--- src/rtl/mips_cpu_muldiv_seq.sv ---
// mips_cpu_muldiv_seq
// Multi-cycle MULT/MULTU/DIV/DIVU sequencer that owns the HI/LO pair.
// Shift-add multiply and restoring divide run on unsigned magnitudes. Signs
// are applied in FIX, so the iteration datapath never deals with signs.
//
// Ports:
//   clk          rising-edge clock
//   reset        asynchronous, active-low reset
//   start, op    issue request (00 MULT, 01 MULTU, 10 DIV, 11 DIVU)
//   rs_content   multiplicand / dividend
//   rt_content   multiplier / divisor
//   mthi, mtlo   write wr_data into HI / LO (IDLE only)
//   wr_data      MTHI/MTLO data
//   abort        (only with MULDIV_ABORT_EN) drop the op in flight
//   busy, done   sequencing status
//   hi, lo       architectural HI/LO registers
//   dbg_state    current FSM state (0 IDLE, 1 ITER, 2 FIX)
//
// Handshake: start is sampled only while busy=0. An accepted op raises busy
// from the next cycle. busy stays high until the edge that writes hi/lo.
// done pulses for the single cycle after that edge. Requests made while busy
// are dropped, not queued.
//
// Optional macro: MULDIV_ABORT_EN adds the abort input.
module mips_cpu_muldiv_seq #(
  parameter int BITS_PER_CYCLE = 1
) (
  input  logic        clk,
  input  logic        reset,
  input  logic        start,
  input  logic [1:0]  op,
  input  logic [31:0] rs_content,
  input  logic [31:0] rt_content,
  input  logic        mthi,
  input  logic        mtlo,
  input  logic [31:0] wr_data,
`ifdef MULDIV_ABORT_EN
  input  logic        abort,
`endif
  output logic        busy,
  output logic        done,
  output logic [31:0] hi,
  output logic [31:0] lo,
  output logic [1:0]  dbg_state
);

  localparam int N  = 32 / BITS_PER_CYCLE;
  localparam int CW = (N > 1) ? $clog2(N) : 1;

  typedef enum logic [1:0] {S_IDLE = 2'd0, S_ITER = 2'd1, S_FIX = 2'd2} state_t;

  state_t        state;
  logic [CW-1:0] cnt;
  logic          is_div, is_signed, neg_a, neg_b;
  logic          div_zero, fix_wait;
  logic [31:0]   b_mag;
  // Multiply: {acc,q} is the product/multiplier shift pair.
  // Divide: acc is the partial remainder and q is the dividend/quotient.
  logic [31:0]   acc, q;

  logic [31:0]   a_mag_in, b_mag_in;
  logic [31:0]   acc_n, q_n;
  logic [31:0]   res_hi, res_lo;
  logic          abort_hit;

`ifdef MULDIV_ABORT_EN
  assign abort_hit = abort && (state != S_IDLE);
`else
  assign abort_hit = 1'b0;
`endif

  assign dbg_state = state;

  // Signed ops (op[0]=0) work on magnitudes.
  always_comb begin
    a_mag_in = (!op[0] && rs_content[31]) ? (32'd0 - rs_content) : rs_content;
    b_mag_in = (!op[0] && rt_content[31]) ? (32'd0 - rt_content) : rt_content;
  end

  // One iteration cycle retires BITS_PER_CYCLE bits.
  always_comb begin
    logic [32:0] t;
    acc_n = acc;
    q_n   = q;
    t     = '0;
    for (int i = 0; i < BITS_PER_CYCLE; i++) begin
      if (is_div) begin
        t   = {acc_n, q_n[31]};
        q_n = {q_n[30:0], 1'b0};
        if (t >= {1'b0, b_mag}) begin
          t      = t - {1'b0, b_mag};
          q_n[0] = 1'b1;
        end
        acc_n = t[31:0];
      end else begin
        t     = {1'b0, acc_n} + (q_n[0] ? {1'b0, b_mag} : 33'd0);
        q_n   = {t[0], q_n[31:1]};
        acc_n = t[32:1];
      end
    end
  end

  // Sign correction. neg_a and neg_b are only set for signed ops.
  always_comb begin
    logic [63:0] prod;
    prod = {acc, q};
    if (neg_a ^ neg_b) prod = 64'd0 - prod;
    if (div_zero) begin
      // q still holds the dividend magnitude, so this restores rs_content.
      res_hi = neg_a ? (32'd0 - q) : q;
      res_lo = 32'hFFFF_FFFF;
    end else if (is_div) begin
      res_hi = neg_a ? (32'd0 - acc) : acc;
      res_lo = (neg_a ^ neg_b) ? (32'd0 - q) : q;
    end else begin
      res_hi = prod[63:32];
      res_lo = prod[31:0];
    end
  end

  always_ff @(posedge clk or negedge reset) begin
    if (!reset) begin
      state     <= S_IDLE;
      cnt       <= '0;
      is_div    <= 1'b0;
      is_signed <= 1'b0;
      neg_a     <= 1'b0;
      neg_b     <= 1'b0;
      div_zero  <= 1'b0;
      fix_wait  <= 1'b0;
      b_mag     <= '0;
      acc       <= '0;
      q         <= '0;
      busy      <= 1'b0;
      done      <= 1'b0;
      hi        <= '0;
      lo        <= '0;
    end else begin
      done <= 1'b0;
      if (abort_hit) begin
        state    <= S_IDLE;
        busy     <= 1'b0;
        cnt      <= '0;
        div_zero <= 1'b0;
        fix_wait <= 1'b0;
      end else begin
        case (state)
          S_IDLE: begin
            if (start) begin
              is_div    <= op[1];
              is_signed <= ~op[0];
              neg_a     <= ~op[0] & rs_content[31];
              neg_b     <= ~op[0] & rt_content[31];
              b_mag     <= b_mag_in;
              acc       <= '0;
              q         <= a_mag_in;
              cnt       <= '0;
              busy      <= 1'b1;
              if (op[1] && (rt_content == 32'd0)) begin
                // Divide by zero skips the iterations but still takes two
                // busy cycles; fix_wait supplies the extra one.
                div_zero <= 1'b1;
                fix_wait <= 1'b1;
                state    <= S_FIX;
              end else begin
                state <= S_ITER;
              end
            end else begin
              if (mthi) hi <= wr_data;
              if (mtlo) lo <= wr_data;
            end
          end
          S_ITER: begin
            acc <= acc_n;
            q   <= q_n;
            if (cnt == CW'(N - 1)) begin
              cnt   <= '0;
              state <= S_FIX;
            end else begin
              cnt <= cnt + CW'(1);
            end
          end
          S_FIX: begin
            if (fix_wait) begin
              fix_wait <= 1'b0;
            end else begin
              hi       <= res_hi;
              lo       <= res_lo;
              busy     <= 1'b0;
              done     <= 1'b1;
              div_zero <= 1'b0;
              state    <= S_IDLE;
            end
          end
          default: state <= S_IDLE;
        endcase
      end
    end
  end

  // is_signed is folded into neg_a/neg_b. It is kept as a readable record of
  // the latched op.
  logic unused_ok;
  assign unused_ok = is_signed;

endmodule
--- config.mk ---
export PLATFORM = sky130hd
export DESIGN_NAME = mips_cpu_muldiv_seq
export DESIGN_NICKNAME = d
export VERILOG_FILES = /design/src/rtl/mips_cpu_muldiv_seq.sv
export SDC_FILE = /design/constraint.sdc
export NUM_CORES = 1
export LEC_CHECK = 0
export CAP_MARGIN = 30
export CELL_PAD_IN_SITES_DETAIL_PLACEMENT = 1
export CELL_PAD_IN_SITES_GLOBAL_PLACEMENT = 2
export CORE_MARGIN = 5
export CORE_UTILIZATION = 35
export CTS_BUF_LIST = sky130_fd_sc_hd__clkbuf_4 sky130_fd_sc_hd__clkbuf_8
export DETAILED_ROUTE_END_ITERATION = 10
export HOLD_SLACK_MARGIN = 0.15
export PLACE_DENSITY_LB_ADDON = 0.1
export SYNTH_ARGS = -nofsm -noshare
export SYNTH_HDL_FRONTEND = slang
export SYNTH_SLANG_ARGS = --single-unit
--- constraint.sdc ---
create_clock -name clk -period 3.5 [get_ports clk]
set_input_delay 0.35 -clock clk [delete_from_list [all_inputs] [get_ports clk]]
set_output_delay 0.35 -clock clk [all_outputs]
set_load 0.03 [all_outputs]
Word-level counts from Yosys, hierarchy flattened
Index checks and enable logic that the tools add are counted.

storage, ports and cells
  register bits = 174
  bits of input ports = 103
  output and inout bits = 68
  logic and storage cells = 97

cells by class
  add/sub/neg operators = 8
  magnitude comparators = 1
  equality and inequality tests = 10
  multiplexer cells = 44
  bitwise gates (word level) = 4
  reductions and logical operators = 16

operator list
  kind                                                                  count
  32-bit 2-to-1 mux                                                     21
  32-bit one-hot mux with 2 select lines                                4
  1-bit by 32-bit subtractor with 32-bit output (first input constant)  4
  64-bit 2-to-1 mux                                                     1
  1-bit by 64-bit subtractor with 64-bit output (first input constant)  1
  32-bit by 32-bit adder with 33-bit output                             1
  33-bit by 32-bit >= comparator with 1-bit output                      1
  32-bit logical NOT                                                    1
  32-bit subtractor                                                     1
  2-bit inequality test (second input constant)                         7
  4-bit AND reduction                                                   3
  5-bit 2-to-1 mux                                                      2
  5-bit one-hot mux with 2 select lines                                 1
  3-bit AND reduction                                                   3
  2-bit 2-to-1 mux                                                      4
  1-bit 2-to-1 mux                                                      7
  1-bit one-hot mux with 2 select lines                                 3
  2-bit one-hot mux with 3 select lines                                 1
  5-bit by 1-bit adder with 5-bit output (second input constant)        1
  5-bit == test (second input constant)                                 1
  2-bit AND reduction                                                   2
  2-bit nonzero test                                                    2
  1-bit logical AND                                                     3
  1-bit bitwise AND                                                     2
  other kinds (6)                                                       6

Logic depth before layout (Yosys ltp)
  depth after elaboration = 6
  mapped depth = 13
  gate-level depth less buffers = 12

Worst setup path after synthesis
OpenSTA, ideal clock, no wires.

  path type = reg2reg
  start = reg q[0]
  end = reg acc[27]
  data arrival time = 3.053 ns
  slack = 0.313 ns
  stages on the path, launching flop included = 14
  period minus slack after synthesis = 3.187 ns
  cell sequence = dfrtp_1 > clkinv_1 > clkbuf_1 > nor2_1 > ha_1 > clkbuf_1 > a21oi_1 > o211ai_1 > a221oi_1 > a211oi_1 > o211ai_1 > mux2_2 > a311oi_1 > o21ai_0

between the ends
  longest elaborated chain between the ends = 4

ends and longest elaborated chain
  item                                       RTL line  RTL
  from (decl)                                59        logic [31:0] acc, q;
  from (signal assigned)                     156       q <= a_mag_in;
  from (signal assigned)                     175       q <= q_n;
  32-bit 2-to-1 mux                          96        t = {1'b0, acc_n} + (q_n[0] ? {1'b0, b_mag} : 33'd0);
  32-bit by 32-bit adder with 33-bit output  96
  32-bit 2-to-1 mux                          87        if (is_div) begin
  32-bit one-hot mux with 2 select lines     147       case (state)
  to (signal assigned)                       174       acc <= acc_n;
  to (decl)                                  59

No other way between the ends.
A chain may end at the register's enable or synchronous reset.

Worst setup path after layout
  start = reg acc[7]
  end = reg hi[31]

between the ends
  longest elaborated chain between the ends = 6

ends and longest elaborated chain
  item                                                                                                            RTL line  RTL
  1-bit by 64-bit subtractor with 64-bit output or 1-bit by 32-bit subtractor with 32-bit output (tied branches)  107, 113
  64-bit 2-to-1 mux or 32-bit 2-to-1 mux (tied branches)                                                          107, 113
  32-bit 2-to-1 mux (*)                                                                                           112       end else if (is_div) begin
  32-bit 2-to-1 mux (*)                                                                                           108       if (div_zero) begin
  32-bit 2-to-1 mux (*)                                                                                           184       if (fix_wait) begin
  32-bit one-hot mux with 2 select lines (*)                                                                      147
  to (signal assigned)                                                                                            169       if (mthi) hi <= wr_data;
  to (signal assigned)                                                                                            187       hi <= res_hi;
  to (decl)                                                                                                       42        output logic [31:0] hi,

Every way passes the cells marked *; elsewhere a longest branch is shown, timed or not. The select of a mux whose other input is x is not followed.

==> impl_metrics.tcl <==
set metrics [dict create \
    p_clk_share_pct 6.6 \
    syn_area_per_cell_um2 7.66 \
    cap_violations 0 \
    multi_input_area_um2 10500 \
    worst_slew_pin_slew_ns 0.852 \
    fin_crit_ns 3.36 \
    combPwrFrac_pct 76.8 \
    cts.clk_slew.worst_paths_ns 0.11 \
    synth-seq-cells 174 \
    clockBufferDepth 2 \
    die-area_um2 48800 \
    setup_violations 0 \
    slew_headroom_pct 43.2 \
    drive_gt1_share_pct 11.2 \
    leakagePower_nw 8.12 \
    dp.cells 2824 \
    synth_top_area_share_pct 27.9 \
    grt_pass1_vias 17158 \
    yosysSeqAreaShare_pct 27.9 \
    hold_viol 0 \
    internal_power_mw 10.8 \
    nNetsFinal 2430 \
    cp_max_fo 8 \
    numCtsBuffers 17 \
    rsz0062_at_grt "false" \
    path_class "register to register" \
    final_cells 2861 \
    yosys.area.top_type "dfrtp_1" \
    yosys_warnings 0 \
    die_x_um 221 \
    grt_max_degree 81 \
    outcome "finished clean" \
    cts_tree "done" \
    clk_latency_ns 0.58 \
    firstDrtPassIters 5 \
    dp_hpwl_um 53600 \
    finish.utilization_pct 43.7 \
    final.fill_count 5441 \
    gp_congestion 0.930 \
    initial_core_util_pct 35.3 \
    cts_sinks 174 \
    finalClockSkew_ns 0.0186 \
    rows 77 \
    seqPwrFrac_pct 16.6 \
    maxSlewViolCount 0 \
    hp-class "input port to register" \
    drc 0 \
    final.period_utilization_pct 96.1 \
    cts_root_buffer "clkbuf_8" \
    antenna_found_initial 0 \
    core-area_um2 44100 \
    synth_cell_type_count 82 \
    syn_to_final_growth_pct 23.8 \
    fmax_mhz 297 \
    grt_pass1_wl_um 103000 \
    p_sw_mw 12.7 \
    track_usage_pct 26.8 \
    switching_share_pct 53.9 \
    io_pins 171 \
    routedWlPerCell_um 23.6 \
    tns_ns 0 \
    synth_edf_count 0 \
    grt-ovfl-total 0 \
    finalWorstSetupSlack_ns 0.136 \
    synthArstFlopShare_pct 100 \
    syn_inst 2034 \
    ff_latch_area_um2 4360 \
    preCtsSetupSlack_ns -0.00584 \
    ys_top_cells_by_area "dfrtp_1, o21ai_0, nand2_1, ha_1, xor2_1" \
    via_count 16275 \
    p_per_area_nw_per_um2 1220 \
    die_h_um 221 \
    cp.arrival_ns 3.82 \
    drt_iter0_markers 1006 \
    critPathLaunchType "register" \
    portBuffers 170 \
    critPathCaptureType "register" \
    synth_area_um2 15600 \
    synth_nets 2209 \
    critPathRequiredTime_ns 3.96 \
    viasPerCell 5.69 \
    drt-total-wl_um 67400 \
    ir_drop_mv 0.537 \
    htreeDepth 4 \
    hold_slack_ns 0.368 \
    ant_nets 0 \
    yosys_most_used_dff "dfrtp_1" \
]
-- cells by family after synthesis --
group,after synthesis,share of synthesized area (%)
AND/OR/NAND/NOR,686,20.9
AO/OA/AOI/OAI,643,25.5
buffers and inverters,208,5.21
XOR/XNOR,193,10.9
flip-flops,174,27.9
adder cells (fa/ha/maj),72,5.88
multiplexers,58,3.76
-- timing repair --
item                                   CTS  global route
pin swaps                                1             1
hold buffers                             1             0
endpoints found under the hold margin   77             0
gates cloned                             0             0
gates resized for setup                  1            11
setup endpoints to repair                2            16
setup buffers                            2             1
-- critical path: stages (launching register included) --
cell,delay (ns)
dfrtp_1,0.51
buf_4,0.20
or3_1,0.39
or4b_1,0.70
nor3_1,0.39
buf_4,0.19
nand4b_1,0.10
a21oi_1,0.21
xnor2_1,0.09
o21ai_0,0.35
nand3_1,0.12
-- cells in the mapped netlist, types with 23 or more instances --
library cell,number
xnor2_1,96
dfrtp_1,174
nand2_1,263
a21o_1,24
mux2i_1,54
nor3_1,44
a21oi_1,138
o22ai_1,33
nor2_1,156
xor2_1,97
a31oi_1,24
nand3_1,53
ha_1,70
clkbuf_1,123
nor4_1,23
o21ai_0,237
o211ai_1,29
o31ai_1,28
inv_1,64
-- per-layer routing --
metal	GRT usage (%)	share of wire, %	up-vias
met2	47.3	50	372
li1	-	-	7744
met1	30.8	41	8012
met4	14.4	5.6	0
met3	4.89	4.2	147
met5	0	0	-
-- power groups by stage --
stage | Sequential (mW) | Clock, mW | Combinational, mW
2_1_floorplan | 4.34 | 0 | 10.6
3_3_place_gp | 3.91 | 0 | 17.6
3_5_place_dp | 3.94 | 0 | 17.9
4_1_cts | 3.89 | 1.62 | 18.0
5_1_grt | 4.01 | 1.67 | 19.5
6_report | 3.89 | 1.56 | 18.0
-- cell type report --
| class | instances | area share [%] |
|---|---|---|
| Antenna cell | 1 | 0.0130 |
| Clock buffer | 18 | 1.25 |
| Clock inverter | 14 | 0.765 |
| Inverter | 66 | 1.30 |
| Multi-Input combinational cell | 1652 | 54.3 |
| Sequential cell | 174 | 22.6 |
| Tap cell | 592 | 3.84 |
| Timing Repair Buffer | 344 | 15.9 |
-- path summary, 6_finish.rpt --
kind / cells after the start / slack, ns / to / startpoint
hold / removal: 3 / 0.37 / hi[31]$_DFFE_PN0P_ / wr_data[31]
hold reg to reg: 2 / 0.48 / hi[8]$_DFFE_PN0P_ / hi[8]$_DFFE_PN0P_
min in group asynchronous: 2 / 0.40 / q[9]$_DFFE_PN0P_ / reset
setup / recovery: 10 / 0.14 / hi[31]$_DFFE_PN0P_ / acc[7]$_DFFE_PN0P_
setup reg to reg: 10 / 0.14 / hi[31]$_DFFE_PN0P_ / acc[7]$_DFFE_PN0P_
max in group asynchronous: 3 / 2.24 / acc[8]$_DFFE_PN0P_ / reset
-- placed cells by master, fill, tap and decap left out, drive strengths merged, types with 30 or more instances in the layout --
cell type	count
mux2i	54
nor3	45
dfrtp	174
xor2	97
clkdlybuf4s50	169
nand3	53
o31ai	30
ha	70
buf	174
o22ai	33
o21ai	239
xnor2	96
inv	72
a21oi	139
nor2	157
nand2	263
-- state kept, by name, summed over array words and instances, names as in the netlist, 2 cells and up --
name and cells:
b_mag 32, cnt 5, dbg_state 2, q 32, lo 32, acc 32, hi 32
-- through the flow --
stage	power (mW)	instance area, µm²
floorplan	14.9	15600
global placement	21.5	18800
detailed placement	21.8	18800
CTS	23.5	19200
global route	25.2	19300
finish	23.5	19300
(Power assumes the default switching activity.)
